===== config.mk =====
export PLATFORM = sky130hd
export DESIGN_NAME = cmp_seq_ctrl
export DESIGN_NICKNAME = d
export VERILOG_FILES = /design/src/rtl/cmp_seq_ctrl.sv
export SDC_FILE = /design/constraint.sdc
export NUM_CORES = 1
export LEC_CHECK = 0
export ABC_CLOCK_PERIOD_IN_PS = 5500
export CAP_MARGIN = 20
export CORE_MARGIN = 2
export CORE_UTILIZATION = 40
export DETAILED_ROUTE_END_ITERATION = 8
export PLACE_DENSITY_LB_ADDON = 0.12
export SLEW_MARGIN = 20
export SYNTH_ARGS = -nofsm -noshare
export SYNTH_HDL_FRONTEND = slang
export SYNTH_SLANG_ARGS = --single-unit

===== constraint.sdc =====
create_clock -name clk -period 5.5 [get_ports clk]
set_clock_uncertainty 0.05 [all_clocks]
set_input_delay 0.825 -clock clk [delete_from_list [all_inputs] [get_ports clk]]
set_output_delay 0.825 -clock clk [all_outputs]
set_load 0.02 [all_outputs]

===== src/rtl/cmp_seq_ctrl.sv =====
// Multi-cycle magnitude comparator: walks WIDTH-bit operands one SLICE-bit slice
// per cycle, MSB slice first, and exits at the first unequal slice.
module cmp_seq_ctrl #(
    parameter int WIDTH = 32,
    parameter int SLICE = 4
) (
    input  logic                              clk,
    input  logic                              rst_n,
    input  logic                              start,
    input  logic [WIDTH-1:0]                  A,
    input  logic [WIDTH-1:0]                  B,
    input  logic                              l,
    input  logic                              e,
    input  logic                              g,
    output logic                              busy,
    output logic                              done,
    output logic                              lt,
    output logic                              eq,
    output logic                              gt,
    output logic [$clog2(WIDTH/SLICE):0]      nslc
);

    localparam int N  = WIDTH / SLICE;
    localparam int IW = (N > 1) ? $clog2(N) : 1;
    localparam int CW = $clog2(N) + 1;

    typedef enum logic {
        IDLE = 1'b0,
        CMP  = 1'b1
    } state_t;

    state_t           state;
    logic [WIDTH-1:0] a_q;
    logic [WIDTH-1:0] b_q;
    logic             l_q;
    logic             e_q;
    logic             g_q;
    logic [IW-1:0]    idx;
    logic [CW-1:0]    cnt;

    // Slice views of the latched operands; idx picks one for the shared comparator.
    logic [SLICE-1:0] a_sl [N];
    logic [SLICE-1:0] b_sl [N];

    for (genvar i = 0; i < N; i++) begin : g_slice
        assign a_sl[i] = a_q[i*SLICE +: SLICE];
        assign b_sl[i] = b_q[i*SLICE +: SLICE];
    end

    logic [SLICE-1:0] sa;
    logic [SLICE-1:0] sb;
    logic             slice_gt;
    logic             slice_lt;

    always_comb begin
        sa       = a_sl[idx];
        sb       = b_sl[idx];
        slice_gt = (sa > sb);
        slice_lt = (sa < sb);
    end

    always_ff @(posedge clk) begin
        if (!rst_n) begin
            state <= IDLE;
            busy  <= 1'b0;
            done  <= 1'b0;
            lt    <= 1'b0;
            eq    <= 1'b0;
            gt    <= 1'b0;
            nslc  <= '0;
            idx   <= IW'(N - 1);
            cnt   <= '0;
            a_q   <= '0;
            b_q   <= '0;
            l_q   <= 1'b0;
            e_q   <= 1'b0;
            g_q   <= 1'b0;
        end else begin
            done <= 1'b0;
            case (state)
                IDLE: begin
                    if (start) begin
                        a_q   <= A;
                        b_q   <= B;
                        l_q   <= l;
                        e_q   <= e;
                        g_q   <= g;
                        idx   <= IW'(N - 1);
                        cnt   <= CW'(1);
                        busy  <= 1'b1;
                        state <= CMP;
                    end
                end
                CMP: begin
                    if (slice_gt || slice_lt || (idx == '0)) begin
                        // Equal all the way down: pass the cascade input through untouched.
                        if (slice_gt) begin
                            {lt, eq, gt} <= 3'b001;
                        end else if (slice_lt) begin
                            {lt, eq, gt} <= 3'b100;
                        end else begin
                            {lt, eq, gt} <= {l_q, e_q, g_q};
                        end
                        nslc  <= cnt;
                        done  <= 1'b1;
                        busy  <= 1'b0;
                        state <= IDLE;
                    end else begin
                        idx <= idx - 1'b1;
                        cnt <= cnt + 1'b1;
                    end
                end
                default: begin
                    state <= IDLE;
                    busy  <= 1'b0;
                end
            endcase
        end
    end

endmodule


==> results of run 1 <==
-- flip-flops by register name (all words and copies together), names as in the netlist --
| name | cells |
|---|---|
| busy | 1 |
| lt | 1 |
| b_q | 32 |
| idx | 3 |
| cnt | 4 |
| state | 1 |
| done | 1 |
| l_q | 1 |
| gt | 1 |
| a_q | 32 |
| nslc | 4 |
| e_q | 1 |
| eq | 1 |
| g_q | 1 |
-- critical path, cell delays in order (launching register included) --
cell      delay [ns]
dfxtp_1         0.94
mux4_2          0.61
mux2_2          0.29
ha_1            0.31
and2b_1         0.23
o31a_1          0.44
a311oi_2        0.30
o21ai_1         0.09
-- layer usage --
| metal | up-vias | wire (um) |
|---|---|---|
| li1 | 1502 | - |
| met1 | 1371 | 4113 |
| met2 | 73 | 3750 |
| met3 | 7 | 356 |
| met4 | 0 | 99 |
| met5 | - | 0 |
-- path summary, 6_finish.rpt --
check	slack (ns)	cells past startpoint	end	from
worst min-delay path	0.40	2	b_q[26]	b_q[26]
worst max-delay path	2.11	7	idx[2]	idx[0]
worst min register to register	0.40	2	b_q[26]	b_q[26]
worst max register to register	2.11	7	idx[2]	idx[0]
-- power by group --
part,switching [mW],leakage (nW),total (mW),internal [mW]
registers,0.0291,0.689,0.676,0.646
clock network,0.202,0.0848,0.371,0.169
logic,0.117,0.988,0.241,0.124
total,0.348,1.76,1.29,0.939
-- cells by family (layout without fill, tap and decap cells) --
logic type,after synthesis,count (layout)
buffers and inverters,36,100
adder cells (fa/ha/maj),7,7
AND/OR/NAND/NOR,154,154
flip-flops,84,84
AO/OA/AOI/OAI,97,97
multiplexers,24,24
-- cell type report --
| cell class | instances | area (um^2) | area share (%) |
|---|---|---|---|
| clock inverters | 3 | 15.01 | 0.3299 |
| multi-input cells | 282 | 1753 | 38.51 |
| repair buffers | 82 | 810.8 | 17.81 |
| well taps | 108 | 135.1 | 2.969 |
| flip-flops and latches | 84 | 1682 | 36.94 |
| clock buffers | 11 | 141.4 | 3.106 |
| inverters | 4 | 15.01 | 0.3299 |
-- cells in the mapped netlist (all sizes together), types with 2 or more instances --
| library cell | number | area share (%) |
|---|---|---|
| clkbuf | 11 | 1.1 |
| mux4 | 16 | 10 |
| nand2 | 138 | 14 |
| nand2b | 2 | 0.35 |
| o31a | 2 | 0.49 |
| buf | 21 | 3.6 |
| o21ai | 4 | 0.55 |
| dfxtp | 84 | 47 |
| mux2 | 4 | 1.2 |
| o21a | 2 | 0.42 |
| a21oi | 70 | 9.8 |
| a31oi | 2 | 0.35 |
| nor3 | 2 | 0.28 |
| inv | 4 | 0.42 |
| ha | 7 | 2.4 |
| and4 | 2 | 0.55 |
| nand3 | 5 | 0.69 |
| mux2i | 4 | 1.1 |
| a22o | 6 | 1.5 |
==> results by group, run 1 <==
Global route
  • Global Route Usage Sum: 17.89%
  • Most crowded layer after global routing: met2
  • Initial antenna violation count: 0
  • GRT Residual Overflow: 0
  • First-pass GRT wire length: 14.01 mm
  • Largest net degree at the start of global routing: 41
  • GRT met2 Usage: 28.33%
  • Vias in the first global route: 2,871
  • M1 GR Usage: 24.28%
  • Met3 Resource Use GR: 3.759%

Clocking
  • CTS H-tree lvls: 3
  • CTS tree: built
  • Skew-Pair Late Insertion Delay: 0.34 ns
  • CTS Buf Count: 9
  • Clock-pin slew on the worst setup and hold paths: 0.08 ns
  • Post-CTS Resized: 0
  • CTS sink count: 84
  • Setup Buffers After CTS: 0
  • Post-CTS Hold Buffers: 0
  • Root buf cell: clkbuf_8
  • Clk buf depth: 2

Setup path
  • Setup crit end kind: flop
  • Worst path arrival time: 3.56 ns
  • CP required: 5.67 ns
  • Crit path kind: flop to flop
  • Crit-path max FO: 14
  • Startpoint types: flop

Timing
  • Final hold violation count: 0
  • Hold_ws: 0.4040 ns
  • Tcrit/Tclk final: 61.64%
  • FMAX: 295.0 MHz
  • Max-slew violation count: 0
  • PnR worst setup slack: 2.110 ns
  • Period minus WS final: 3.390 ns
  • RSZ-0062 raised after global routing: no
  • Count of final setup violators: 0
  • Actual slew at the worst max-slew pin: 0.9515 ns
  • Worst slew margin: 36.48%
  • Setup TNS: 0 ns

Cells and area
  • Ant diodes: 0
  • Post-Layout Cell Count: 574
  • Final core utilization: 52.20%
  • Area growth syn-to-layout: 26.10%
  • Most frequent cells in the layout: nand2_1 (138), dfxtp_1 (84), clkdlybuf4s50_1 (78), a21oi_1 (69), mux4_2 (16)
  • Design area: 0.004552 mm^2
  • Fill cells: 833
  • Layout Nets: 540
  • Share of post-route cells with drive strength above 1: 9.442%
  • Most common cell after layout, fill and taps aside: nand2_1

Synth
  • Yosys reg bits: 84
  • Compound-Gate Fraction of Synth Area: 16.40%
  • Synthesized instance count: 402
  • XOR/XNOR share of the synthesized area: 0%
  • Number of synthesized flops with an enable pin: 0
  • Adder-Cell Fraction of Synth Area: 2.426%
  • Syn_nets: 479
  • Synth Area in Simple Gates: 17.12%
  • Synthesized area per cell: 8.979 um^2
  • Largest family of logic cells by synthesized area: simple AND/OR/NAND/NOR gates
  • Async SR Flop Fraction: 0%
  • Top FF cell, synth: dfxtp_1
  • Synth cell types: 40
  • Post-synthesis cell area: 0.003610 mm^2
  • Sequential share of the synthesized area: 46.59%
  • Yosys warnings: 0
  • Post-synthesis mux area share: 12.34%

Outcome
  • Status: finished, final reports clean

Routing
  • Starting DRT DRC Count: 96
  • Routed WL: 8.320 mm
  • First drt pass iteration count: 4
  • DRC violations left: 0
  • Post-DRT Antenna Nets: 0
  • Via density: 5.145
  • DR vias: 2,953
  • Avg WL per Cell: 14.49 um

Floorplanning
  • Die area: 0.009800 mm^2
  • Core ar.: 0.008721 mm^2
  • Rows: 34
  • # IOs: 79
  • Die Y: 99.00 um
  • Starting Density: 41.39%
  • Chip width: 99.00 um

Pwr
  • Static Leak: 1.762 nW
  • Overall Power: 1.288 mW
  • Pwr dens: 282.9 mW/mm^2
  • Worst VDD drop: 0.09470 mV

Flow run
  • Max_cap viols: 0

Min path
  • Hold Path Class: flop to flop

Placed design
  • Dpl cell area: 0.004395 mm^2
  • HPWL Detailed: 5.757 mm
  • Placer Congestion: 0.7856
  • Port bufs: 78
  • Post-place setup slack: 2.059 ns
  • Placed cells: 560
No activity file was read; power rests on OpenSTA's default activity.
==> run 2: changes to the inputs <==
--- a/config.mk
+++ b/config.mk
@@ -5,7 +5,7 @@
 export SDC_FILE = /design/constraint.sdc
 export NUM_CORES = 1
 export LEC_CHECK = 0
-export ABC_CLOCK_PERIOD_IN_PS = 5500
+export ABC_CLOCK_PERIOD_IN_PS = 3200
 export CAP_MARGIN = 20
 export CORE_MARGIN = 2
 export CORE_UTILIZATION = 40
==> constraint.sdc (replaced) <==
create_clock -name clk -period 3.2 [get_ports clk]
set_clock_uncertainty 0.05 [all_clocks]
set_input_delay 0.48 -clock clk [delete_from_list [all_inputs] [get_ports clk]]
set_output_delay 0.48 -clock clk [all_outputs]
set_load 0.02 [all_outputs]
==> run 2 against run 1 <==
Core utilization increased by 1.7 points. Non-clock buffer count increased by 4. Fmax increased by 15%. Die area unchanged. Via count increased by 0.85%. Cell count increased by 1.0%. Critical path depth increased by 1.
==> results by group, run 2 (synthesized netlist as in run 1, its figures left out) <==
Outcome
  • Status: finished, final reports clean

Timing
  • Worst slew margin: 54.07% (+18 points)
  • Setup TNS: 0 ns (unchanged)
  • RSZ-0062 raised after global routing: no
  • Actual slew at the worst max-slew pin: 0.6879 ns (-0.2635 ns)
  • Final hold violation count: 0 (unchanged)
  • Tcrit/Tclk final: 91.87% (+30 points)
  • Period minus WS final: 2.940 ns (-0.4501 ns)
  • Count of final setup violators: 0 (unchanged)
  • Max-slew violation count: 0 (unchanged)
  • FMAX: 340.1 MHz (+15%)

Setup path
  • Setup crit end kind: flop
  • Crit-path max FO: 19 (+5)
  • Crit path kind: flop to flop
  • CP required: 3.40 ns (-2.27 ns)
  • Worst path arrival time: 3.14 ns (-0.42 ns)
  • Startpoint types: flop

Min path
  • Hold Path Class: flop to flop

Cells and area
  • Largest regs: a_q x32, b_q x32
  • Share of post-route cells with drive strength above 1: 10.81% (+1.4 points)
  • Area growth syn-to-layout: 30.12%
  • Layout Nets: 544 (+0.74%)
  • Most common cell after layout, fill and taps aside: nand2_1
  • Most frequent cells in the layout: nand2_1 (138), dfxtp_1 (84), clkdlybuf4s50_1 (78), a21oi_1 (69), mux4_2 (16)
  • Final core utilization: 53.86% (+1.7 points)
  • Fill cells: 828 (-0.60%)
  • Ant diodes: 0 (unchanged)

Clocking
  • CTS H-tree lvls: 3 (unchanged)
  • CTS Buf Count: 9 (unchanged)
  • Post-CTS Resized: 0 (unchanged)
  • Clock-pin slew on the worst setup and hold paths: 0.09 ns (about the same)
  • Setup Buffers After CTS: 0 (unchanged)
  • Root buf cell: clkbuf_8
  • CTS sink count: 84 (unchanged)
  • Skew-Pair Late Insertion Delay: 0.35 ns (about the same)
  • CTS tree: built
  • Post-CTS Hold Buffers: 0 (unchanged)
  • Clk buf depth: 2 (unchanged)

Global route
  • Global Route Usage Sum: 17.66% (-0.23 points)
  • Initial antenna violation count: 0 (unchanged)
  • Largest net degree at the start of global routing: 41 (unchanged)
  • GRT Residual Overflow: 0 (unchanged)
  • First-pass GRT wire length: 13.85 mm (-1.1%)
  • Vias in the first global route: 2,828 (-1.5%)

Flow run
  • Max_cap viols: 0 (unchanged)

Floorplanning
  • Rows: 34 (unchanged)
  • Chip width: 99.00 um (unchanged)
  • # IOs: 79 (unchanged)
  • Die area: 0.009800 mm^2 (unchanged)
  • Starting Density: 41.39% (unchanged)
  • Die Y: 99.00 um (unchanged)
  • Core ar.: 0.008721 mm^2 (unchanged)

Routing
  • DRC violations left: 0 (unchanged)
  • DR vias: 2,978 (+0.85%)
  • Starting DRT DRC Count: 117 (+22%)
  • Routed WL: 8.286 mm (-0.41%)
  • First drt pass iteration count: 4 (unchanged)
  • Via density: 5.134 (-0.20%)
  • Avg WL per Cell: 14.29 um (-1.4%)
  • Post-DRT Antenna Nets: 0 (unchanged)

Placed design
  • Port bufs: 78 (unchanged)
  • HPWL Detailed: 5.980 mm (+3.9%)
  • Placer Congestion: 0.7912 (+0.71%)

Pwr
  • Worst VDD drop: 0.2118 mV (+120%)
  • Pwr dens: 536.0 mW/mm^2 (+89%)
  • Static Leak: 1.831 nW (+3.9%)
==> run 2: routing by layer <==
layer  track usage [%]  part of all wire, %  vias to the layer above
met4             7.482                  1.9                        0
met2             28.01                   46                       79
met3             3.617                  5.5                       12
met1             23.48                   47                     1374
li1                  -                    -                     1513
met5                 0                    0                        -
==> run 2: per-stage QoR <==
| stage | worst slack (ns) | power [mW] | cells | hold WS [ns] | area (um^2) |
|---|---|---|---|---|---|
| finish | 0.2600 | 2.518 | 580 | 0.4046 | 4697 |
| global route | 0.07510 | 2.633 | 580 | 0.4310 | 4697 |
| CTS | 0.2707 | 2.541 | 580 | 0.4081 | 4697 |
| detailed placement | 0.2974 | 1.610 | 564 | 0.3952 | 4438 |
| global placement | 0.3449 | 1.600 | 564 | 0.3887 | 4438 |
| floorplan | 0.5167 | 1.449 | 402 | 0.3831 | 3610 |
==> run 2: area by class of cell <==
| cell class | instances | area, um^2 | area share [%] |
|---|---|---|---|
| multi-input combinational | 282 | 1753 | 37.32 |
| sequential | 84 | 1682 | 35.80 |
| clock buffer | 11 | 151.4 | 3.223 |
| clock inverter | 5 | 107.6 | 2.291 |
| inverter | 4 | 15.01 | 0.3197 |
| tap | 108 | 135.1 | 2.877 |
| timing repair buffer | 86 | 853.3 | 18.17 |
==> run 2: critical path, cell delays in order, from the launching register on <==
cell and delay (ns):
dfxtp_1 0.37, buf_12 0.20, mux4_2 0.51, mux2_2 0.28, ha_1 0.33, a21o_1 0.26
o31ai_1 0.39, o21ai_1 0.17, o31a_1 0.27
==> run 2: worst paths after layout <==
path                             start     end  slack [ns]  depth (start not counted)
worst max register to register  idx[0]  idx[0]        0.26                          8
worst min-delay path            b_q[6]  b_q[6]        0.40                          2
worst max-delay path            idx[0]  idx[0]        0.26                          8
worst min register to register  b_q[6]  b_q[6]        0.40                          2
==> run 2: power breakdown <==
part / internal [mW] / switching [mW]
Clock: 0.564 / 0.369
Sequential: 1.11 / 0.0387
Combinational: 0.219 / 0.216
